`src/rtl/pc_fetch.sv`:
```
// pc_fetch: instruction fetch stage holding the PC, issuing memory reads and presenting one instruction to decode.
//
// Ports:
//   clk, rst          clock and synchronous active-high reset
//   pcload, pcaddr    redirect request and target (low two target bits ignored)
//   stall             decode cannot accept the presented instruction
//   imem_req/addr     instruction memory read request and word-aligned address
//   imem_ack/rdata    read completion and instruction word
//   instr, instr_pc   instruction presented to decode and its address
//   instr_valid       instr/instr_pc are valid
//   pc                current fetch PC
module pc_fetch #(
    parameter logic [31:0] RESET_PC = 32'h00000000
) (
    input  logic        clk,
    input  logic        rst,
    input  logic        pcload,
    input  logic [31:0] pcaddr,
    input  logic        stall,
    output logic        imem_req,
    output logic [31:0] imem_addr,
    input  logic        imem_ack,
    input  logic [31:0] imem_rdata,
    output logic [31:0] instr,
    output logic [31:0] instr_pc,
    output logic        instr_valid,
    output logic [31:0] pc
);
    typedef enum logic {S_REQ, S_OUT} state_t;

    state_t      r_state;
    logic [31:0] r_pc;
    logic [31:0] r_instr;
    logic [31:0] r_instr_pc;
    logic        r_valid;
    logic        r_pend;
    logic [31:0] r_pend_addr;
    logic [31:0] w_target;

    assign w_target    = pcaddr & 32'hFFFF_FFFC;
    assign imem_req    = (r_state == S_REQ);
    assign imem_addr   = r_pc;
    assign instr       = r_instr;
    assign instr_pc    = r_instr_pc;
    assign instr_valid = r_valid;
    assign pc          = r_pc;

    always_ff @(posedge clk) begin
        if (rst) begin
            r_state     <= S_REQ;
            r_pc        <= RESET_PC;
            r_instr     <= '0;
            r_instr_pc  <= '0;
            r_valid     <= 1'b0;
            r_pend      <= 1'b0;
            r_pend_addr <= '0;
        end else if (r_state == S_REQ) begin
            if (imem_ack) begin
                if (pcload || r_pend) begin
                    // the returning word belongs to the abandoned path: drop it and refetch
                    r_pc   <= pcload ? w_target : r_pend_addr;
                    r_pend <= 1'b0;
                end else begin
                    r_instr    <= imem_rdata;
                    r_instr_pc <= r_pc;
                    r_pc       <= r_pc + 32'd4;
                    r_valid    <= 1'b1;
                    r_state    <= S_OUT;
                end
            end else if (pcload) begin
                // address must stay stable until ack, so the redirect waits here
                r_pend      <= 1'b1;
                r_pend_addr <= w_target;
            end
        end else begin
            if (pcload) begin
                r_pc    <= w_target;
                r_valid <= 1'b0;
                r_state <= S_REQ;
            end else if (!stall) begin
                r_valid <= 1'b0;
                r_state <= S_REQ;
            end
        end
    end
endmodule

```
`config.mk`:
```
export PLATFORM = sky130hd
export DESIGN_NAME = pc_fetch
export DESIGN_NICKNAME = d
export VERILOG_FILES = /design/src/rtl/pc_fetch.sv
export SDC_FILE = /design/constraint.sdc
export NUM_CORES = 1
export LEC_CHECK = 0
export ABC_AREA = 1
export CAP_MARGIN = 20
export CORE_UTILIZATION = 47
export CTS_CLUSTER_DIAMETER = 30
export DETAILED_ROUTE_END_ITERATION = 10
export GPL_TIMING_DRIVEN = 0
export HOLD_SLACK_MARGIN = 0.12
export PLACE_DENSITY_LB_ADDON = 0.08
export SETUP_SLACK_MARGIN = 0.5
export SLEW_MARGIN = 40
export SYNTH_ARGS = -nofsm -noshare
export SYNTH_HDL_FRONTEND = slang
export SYNTH_SLANG_ARGS = --single-unit
```
`constraint.sdc`:
```
create_clock -name clk -period 2.25 [get_ports clk]
set_clock_uncertainty 0.15 [all_clocks]
set_input_delay 0.45 -clock clk [delete_from_list [all_inputs] [get_ports clk]]
set_output_delay 0.45 -clock clk [all_outputs]
set_load 0.02 [all_outputs]
```
==> impl.org <==
** Outcome
- Result of the run :: completed

** Pwr
- Dividing total power by cell area gives a power density of approximately 740 nW/um2.
- The internal portion of the total power is 4.86 mW.
- The share of total power dissipated in the clock network is 40.9%.
- Fraction of power spent switching nets :: around 29%
- The worst-case IR drop observed on VDD is about 0.52 mV.
- In this run, the combinational gates consume 20.7% of the power.
- Net switching power :: about 2.0 mW
- Sequential cells account for a little under two fifths of the total power.
- Leakage power of the design :: 4.13 nW

** Synth
- Post-synthesis cell area :: 6240 um2
- For this run, the register share of the synthesized area comes to a little over two fifths.
- Number of synthesized flops with an enable pin :: 0
- Mean post-synth cell area :: around 7.2 um2
- Synthesized netlist net count :: between 900 and 1,000
- Top-count cell post-synth :: sky130_fd_sc_hd__nand2_1
- Share of synthesized registers carrying an async set or reset :: 0%
- Flip-flop and latch count after synthesis :: around 130
- Among all flip-flop cells after synthesis, the most frequent one is sky130_fd_sc_hd__dfxtp_1.
- Area contributors post-synth :: sky130_fd_sc_hd__dfxtp_1 42%, sky130_fd_sc_hd__o21ai_0 11%, sky130_fd_sc_hd__nand2_1 8.4%, sky130_fd_sc_hd__a21oi_1 7.7%, sky130_fd_sc_hd__nor2_1 7.5%
- For this run, the number of Yosys warnings is 0.
- Gate count after technology mapping :: about 870
- Cell type with the largest total area after synthesis :: sky130_fd_sc_hd__dfxtp_1
- Sorting the synthesized cells by how often they occur yields 139 x sky130_fd_sc_hd__nand2_1, 138 x sky130_fd_sc_hd__o21ai_0, 131 x sky130_fd_sc_hd__dfxtp_1, 125 x sky130_fd_sc_hd__nor2_1, 96 x sky130_fd_sc_hd__a21oi_1.
- The synthesized netlist contains 35 unique library cells.
- Top cell type's share of synthesized area :: between 40% and 50%

** Finish
- The post-route netlist has between 20% and 30% of its cells at a drive strength greater than 1.
- Count of antenna diodes in the layout :: 0
- After routing the design area is 9250 um2.
- Counting the fill cells in the layout gives 1,086.
- Final standard cell utilization of the core :: between 70% and 80%
- Nets@finish :: about 1,200
- Syn-to-layout area delta :: 48.4%

** CTS
- The clock passes through at most 2 buffers.
- CTS Buf Count :: 17
- TritonCTS built the clock tree.
- The H-tree was split into 4 levels.
- Clock tree synthesis found a total of approximately 130 sinks.
- The tree is rooted in a sky130_fd_sc_hd__clkbuf_16.
- Worst skew pair latency :: 430 ps
- After clock tree synthesis, the clock-pin slew on the worst setup and hold paths is approximately 60 ps.

** Floorplanning
- Total I/O pin count :: between 150 and 200
- The floorplan step defined a core boundary enclosing ~13,000 um2.
- The die covers roughly 14,000 um2.
- For this configuration, the core starts out at a cell density of 48.8%.
- Overall die width :: 117 um
- Placement Rows :: a little over 40
- Die Span Y :: 117 um

** Placement
- At the end of routability-driven placement, the weighted congestion stood at between 0.9 and 1.
- The placed instances occupy a cell area of 8410 um2.
- Prior to clock tree synthesis, the placed netlist has a worst setup slack of -395 ps.
- The count of buffers added on input and output ports is roughly 200.
- Detailed placement finished with a half-perimeter wire length of roughly 15,000 um.

** Route
- The count of nets left with antenna violations once routing finished came out at 0.
- Vias per cell :: between 5 and 6
- The first detailed-routing pass took 6 iterations.
- After detailed routing, the total wire length is 22,100 um.
- Summing over every cut layer, the via total after detailed routing is 7,184.
- For this run, design rule violations remaining after detail routing come to 0.
- Violation count after the first detailed-routing iteration :: 775
- Final routed wire length divided by cell count :: 17.0 um

** Timing
- Final WS setup :: between 400 and 500 ps
- Setup repair after global routing could not meet its margin everywhere.
- Static timing analysis puts the maximum clock frequency at between 500 and 600 MHz.
- The worst pin sits at a relative slew slack of between 60% and 70%.
- Worst Tran Pin Value :: about 570 ps
- In the finished design, the share of the clock period the worst path needs comes to approximately four fifths.
- Hold slack :: between 200 and 250 ps
- Setup-violating endpoint count in the final report :: 0
- Shortest clock period the worst path allows after layout :: approximately 1800 ps
- The count of final max-slew check failures is 0.
- The number of endpoints with negative hold slack in the final report was 0.

** Setup path
- Critical-path top delay cell :: sky130_fd_sc_hd__dfxtp_4
- Crit path required time :: between 1500 and 2000 ps
- On the worst path, the slowest cell contributes a delay of ~380 ps.
- Data on the critical path arrives at its endpoint at about 1200 ps.
- CP startpoint kind :: flop
- The worst setup path is captured at a primary output.
- Start-to-end type of the worst setup path :: reg2out
- Of all nets on the critical path, the largest fanout is 10.
- Cell-by-cell listing of the critical path :: clkinv_4, buf_6, buf_2

** Min path
- In this run the worst hold path is classified as in2reg.

** Job
- Reported max-cap violation count :: 0

** GRT
- The number of global-route vias before repair came to 6,288.
- Pin count of the biggest net entering global routing :: 17
- Congestion Overflow GR :: 0
- Wire length of the first global-routing pass :: 32,700 um
- The number of antenna violations at the first check in global routing was 0.
- GRT Resource Usage Total :: 31.7%
## worst max-delay path, delay by kind of cell, from the launching register on
kind / cells / cell delay, ps
buffers and inverters: 3 / 420
flip-flops: 1 / 380
## metal layers
metal | wire [um] | share of wire [%] | up-vias | GRT usage [%]
li1 | - | - | 3388 | -
met1 | 8950 | 41 | 3350 | 41.3
met2 | 10500 | 47 | 385 | 50.9
met3 | 1920 | 8.7 | 61 | 6.02
met4 | 716 | 3.2 | 0 | 14.6
met5 | 0 | 0 | - | 0
## cell usage in the layout (no fill, tap or decap), types with 4 or more instances in the layout
cell                              synthesis  layout
sky130_fd_sc_hd__clkdlybuf4s50_1          0      63
sky130_fd_sc_hd__nand2_2                  2       7
sky130_fd_sc_hd__dfxtp_1                131      98
sky130_fd_sc_hd__clkbuf_1                21      13
sky130_fd_sc_hd__o21ai_0                138     135
sky130_fd_sc_hd__clkbuf_16                0      17
sky130_fd_sc_hd__inv_1                   42      41
sky130_fd_sc_hd__clkbuf_4                 0       6
sky130_fd_sc_hd__clkbuf_2                 1      14
sky130_fd_sc_hd__a21oi_1                 96      94
sky130_fd_sc_hd__a221oi_2                 5       5
sky130_fd_sc_hd__nor2_1                 125     110
sky130_fd_sc_hd__inv_2                    5       5
sky130_fd_sc_hd__clkdlybuf4s15_1          0      18
sky130_fd_sc_hd__dlygate4sd2_1            0      72
sky130_fd_sc_hd__a31oi_1                 11      11
sky130_fd_sc_hd__nor2_4                   4      11
sky130_fd_sc_hd__nand3_1                 45      44
sky130_fd_sc_hd__o21ai_1                  5       8
sky130_fd_sc_hd__buf_4                   39      66
sky130_fd_sc_hd__buf_2                   19      47
sky130_fd_sc_hd__nand2_1                139     133
sky130_fd_sc_hd__clkinv_2                 0       4
sky130_fd_sc_hd__nand4_1                  4       4
sky130_fd_sc_hd__mux2i_1                 10      10
sky130_fd_sc_hd__dfxtp_4                  0      32
sky130_fd_sc_hd__nor2_2                   5      13
## state kept, by name (all words and copies together) (netlist names)
signal and cells:
r_pend 1, instr 32, imem_addr 32, r_state 1
instr_valid 1, r_pend_addr 32, instr_pc 32
## repair_timing
| action | in CTS | in global routing |
|---|---|---|
| pin swaps | 4 | 15 |
| setup endpoints to repair | 232 | 126 |
| hold buffers | 0 | 0 |
| gates resized for setup | 315 | 92 |
| buffers inserted | 15 | 12 |
## layout make-up
type	count	area (um2)	area share [%]
multi-input combinational	612	3110	33.6
clock buffer	21	460	4.98
timing repair buffer	222	1880	20.3
sequential	131	2740	29.7
clock inverter	10	133	1.43
tap	172	215	2.33
inverter	47	181	1.96
buffer	82	528	5.71
## power by group through the flow
| stage | sequential, mW | clock, mW | combinational, mW |
|---|---|---|---|
| 6_report | 2.65 | 2.81 | 1.43 |
| 5_1_grt | 2.67 | 2.93 | 1.53 |
| 4_1_cts | 2.64 | 2.82 | 1.37 |
| 3_5_place_dp | 2.71 | 0 | 1.42 |
| 3_3_place_gp | 2.70 | 0 | 1.41 |
| 2_1_floorplan | 2.82 | 0 | 0.614 |
## per-stage QoR
step	TNS, ps	power, mW	instances
after global placement	-8380	4.11	1239
after CTS	0	6.83	1285
after global routing	0	7.13	1297
after detailed placement	-10180	4.13	1239
final	0	6.89	1297
after floorplan	0	3.44	872
## kinds of logic after synthesis
kind of cell               share of synthesized area, %
and+or+nand+nor                                    21.9
AOI/OAI and AO/OA                                  23.6
DFF                                                42.0
buffers and inverters                              10.5
muxes                                              1.60
xor gates and xnor gates                          0.140
adders and majority gates                         0.201
## final timing paths
path	start	endpoint	slack (ps)	depth (start not counted)
setup / recovery	r_state	imem_req	420	3
hold / removal	rst	imem_addr[5]	200	2
setup reg to reg	imem_addr[8]	imem_addr[27]	540	8
hold reg to reg	r_pend_addr[1]	r_pend_addr[1]	300	2
No activity file was read; power rests on OpenSTA's default activity.
==> edit: new RTL, same flow settings <==
Reset style: asynchronous (`rst`), changed in one clocked block. Comments in the files are not updated.
--- a/src/rtl/pc_fetch.sv
+++ b/src/rtl/pc_fetch.sv
@@ -46,5 +46,5 @@
     assign pc          = r_pc;
 
-    always_ff @(posedge clk) begin
+    always_ff @(posedge clk or posedge rst) begin
         if (rst) begin
             r_state     <= S_REQ;
Function: differs if rst is asserted again (counterexample within 4 cycles, from zero or initial values and one cycle with rst high); with rst held inactive, the same outputs for 4 cycles.
==> edit against the original RTL <==
Routed wire length rose by 8.4%; final cell count rose by 0.62%; synthesized area rose by 8.4%; sequential cell count did not move; setup slack got worse by 0.11 ns; cell area rose by 20%; maximum frequency fell by 5.5%; count of clock-buffer cells in the layout fell by 3; critical path type unchanged; highest routed layer unchanged.
Power is not compared: it rests on default switching activity, and its combinational part moved more than twofold at a synthesized area within 25%.
==> edit: results (changes against the original RTL) <==
stage;metric;value;unit;change
run_status;status;finished, final reports clean;;
detailed_routing;Iteration-0 DRC Markers;632;;-18%
grt;global-route wire length before repair;33.5;mm;+2.7%
finish;Inverters excl. clock;72;;+53%
yosys;syn_nets;877;;-6.9%
grt;GR Util All Layers;0.301;;-0.0157
grt;GR Util met2;0.493;;-0.0153
yosys;synth top area cells;dfrtp_1 48%, nand2_1 12%, o21ai_0 6.9%, mux2_4 5.3%, nor2_1 4.8%;;
place;dpl cell area;9100;sq um;+8.2%
place;GPL Wtd Cong;0.900;;-1.9%
yosys;FFs w/ async S/R, synth;1.00;;+1.00
finish;clock buf count;18;;-14%
yosys;Distinct cells, synth;34;;-2.9%
detailed_routing;wl on met1;9.33;mm;+4.2%
yosys;XOR/XNOR share of the synthesized area;0.00777;;+0.00636
detailed_routing;DR WL met3;2.21;mm;+15%
detailed_routing;vias post-DR;7066;;-1.6%
place;Final HPWL DP;15.1;mm;about the same
finish;multi-input gate count;538;;-12%
finish;bufs w/o clock;352;;+16%
grt;largest net degree at the start of global routing;25;;+8
setup_path;reg2reg end;imem_addr[26]$_DFFE_PP0P_;;
yosys;adder-cell area share of the yosys netlist;0.00185;;-0.000156
detailed_routing;wire length per cell;18.3;microns;+7.8%
finish;fraction of area in multi-input gates;0.290;;-0.0464
yosys;post-synthesis sequential area ratio;0.485;;+0.0642
finish;Register Area;3310;sq um;+21%
sta;Slew @ Worst Pin;0.508;ns;-0.0638 ns
clocking;post_cts resized;424;;+35%
finish;final std cells w/o fill;1305;;+0.62%
place;placed insts;1188;;-4.1%
yosys;Compound-Gate Fraction of Synth Area;0.124;;-0.112
yosys;Post-synth top cells;209 x nand2_1, 131 x dfrtp_1, 93 x o21ai_0;;
grt;M1 GR Usage;0.378;;-0.0349
worst_hold_path;worst hold path class;in -> async;;
setup_path;r2r startpoint;imem_addr[3]$_DFFE_PP0P_;;
grt;number of global-route vias before repair;6464;;+2.8%
detailed_routing;met2 wire length;11.5;mm;+9.4%
setup_path;WP data arrival;1.34;ns;+0.11 ns
clocking;setup bufs post-CTS;50;;+35
setup_path;R2R depth;12;;+4
setup_path;CP startpoint;r_state$_DFF_PP0_;;
grt;GR Layer Usage met3;0.0801;;+0.0198
finish;clock network area share;0.0563;;-0.00778
yosys;Syn Inst Count;807;;-7.5%
finish;fraction of area in non-clock buffers;0.309;;+0.0487
finish;fill count;913;;-16%
finish;footprint of the multi-input gates;3220;sq um;+3.5%
finish;share of cells above drive strength 1;0.356;;+0.130
yosys;mux cell area share after synthesis;0.0823;;+0.0663
-- edit: stage by stage --
stage	setup TNS [ns]	setup slack (ns)
after floorplan	0	0.0268
after global routing	0	0.284
after detailed placement	-4.76	-0.243
final	0	0.310
after CTS	0	0.293
after global placement	-161.45	-1.21
-- edit: worst min-delay path by stage --
| stage | to | slack, ns | cells past startpoint |
|---|---|---|---|
| after floorplan | r_pend_addr[21]$_DFFE_PP0P_ | 0.30 | 2 |
| after global placement | r_pend_addr[26]$_DFFE_PP0P_ | 0.31 | 2 |
| after detailed placement | r_pend_addr[26]$_DFFE_PP0P_ | 0.32 | 2 |
| after global routing | instr[20]$_DFFE_PP0P_ | 0.15 | 2 |
| after CTS | instr[20]$_DFFE_PP0P_ | 0.14 | 2 |
| final | instr[20]$_DFFE_PP0P_ | 0.14 | 2 |
-- edit: worst max-delay path: stages (launching register included) --
cell and delay (ns):
dfrtp_1 0.38, buf_6 0.13, inv_4 0.06, buf_8 0.10
buf_8 0.12, buf_6 0.11
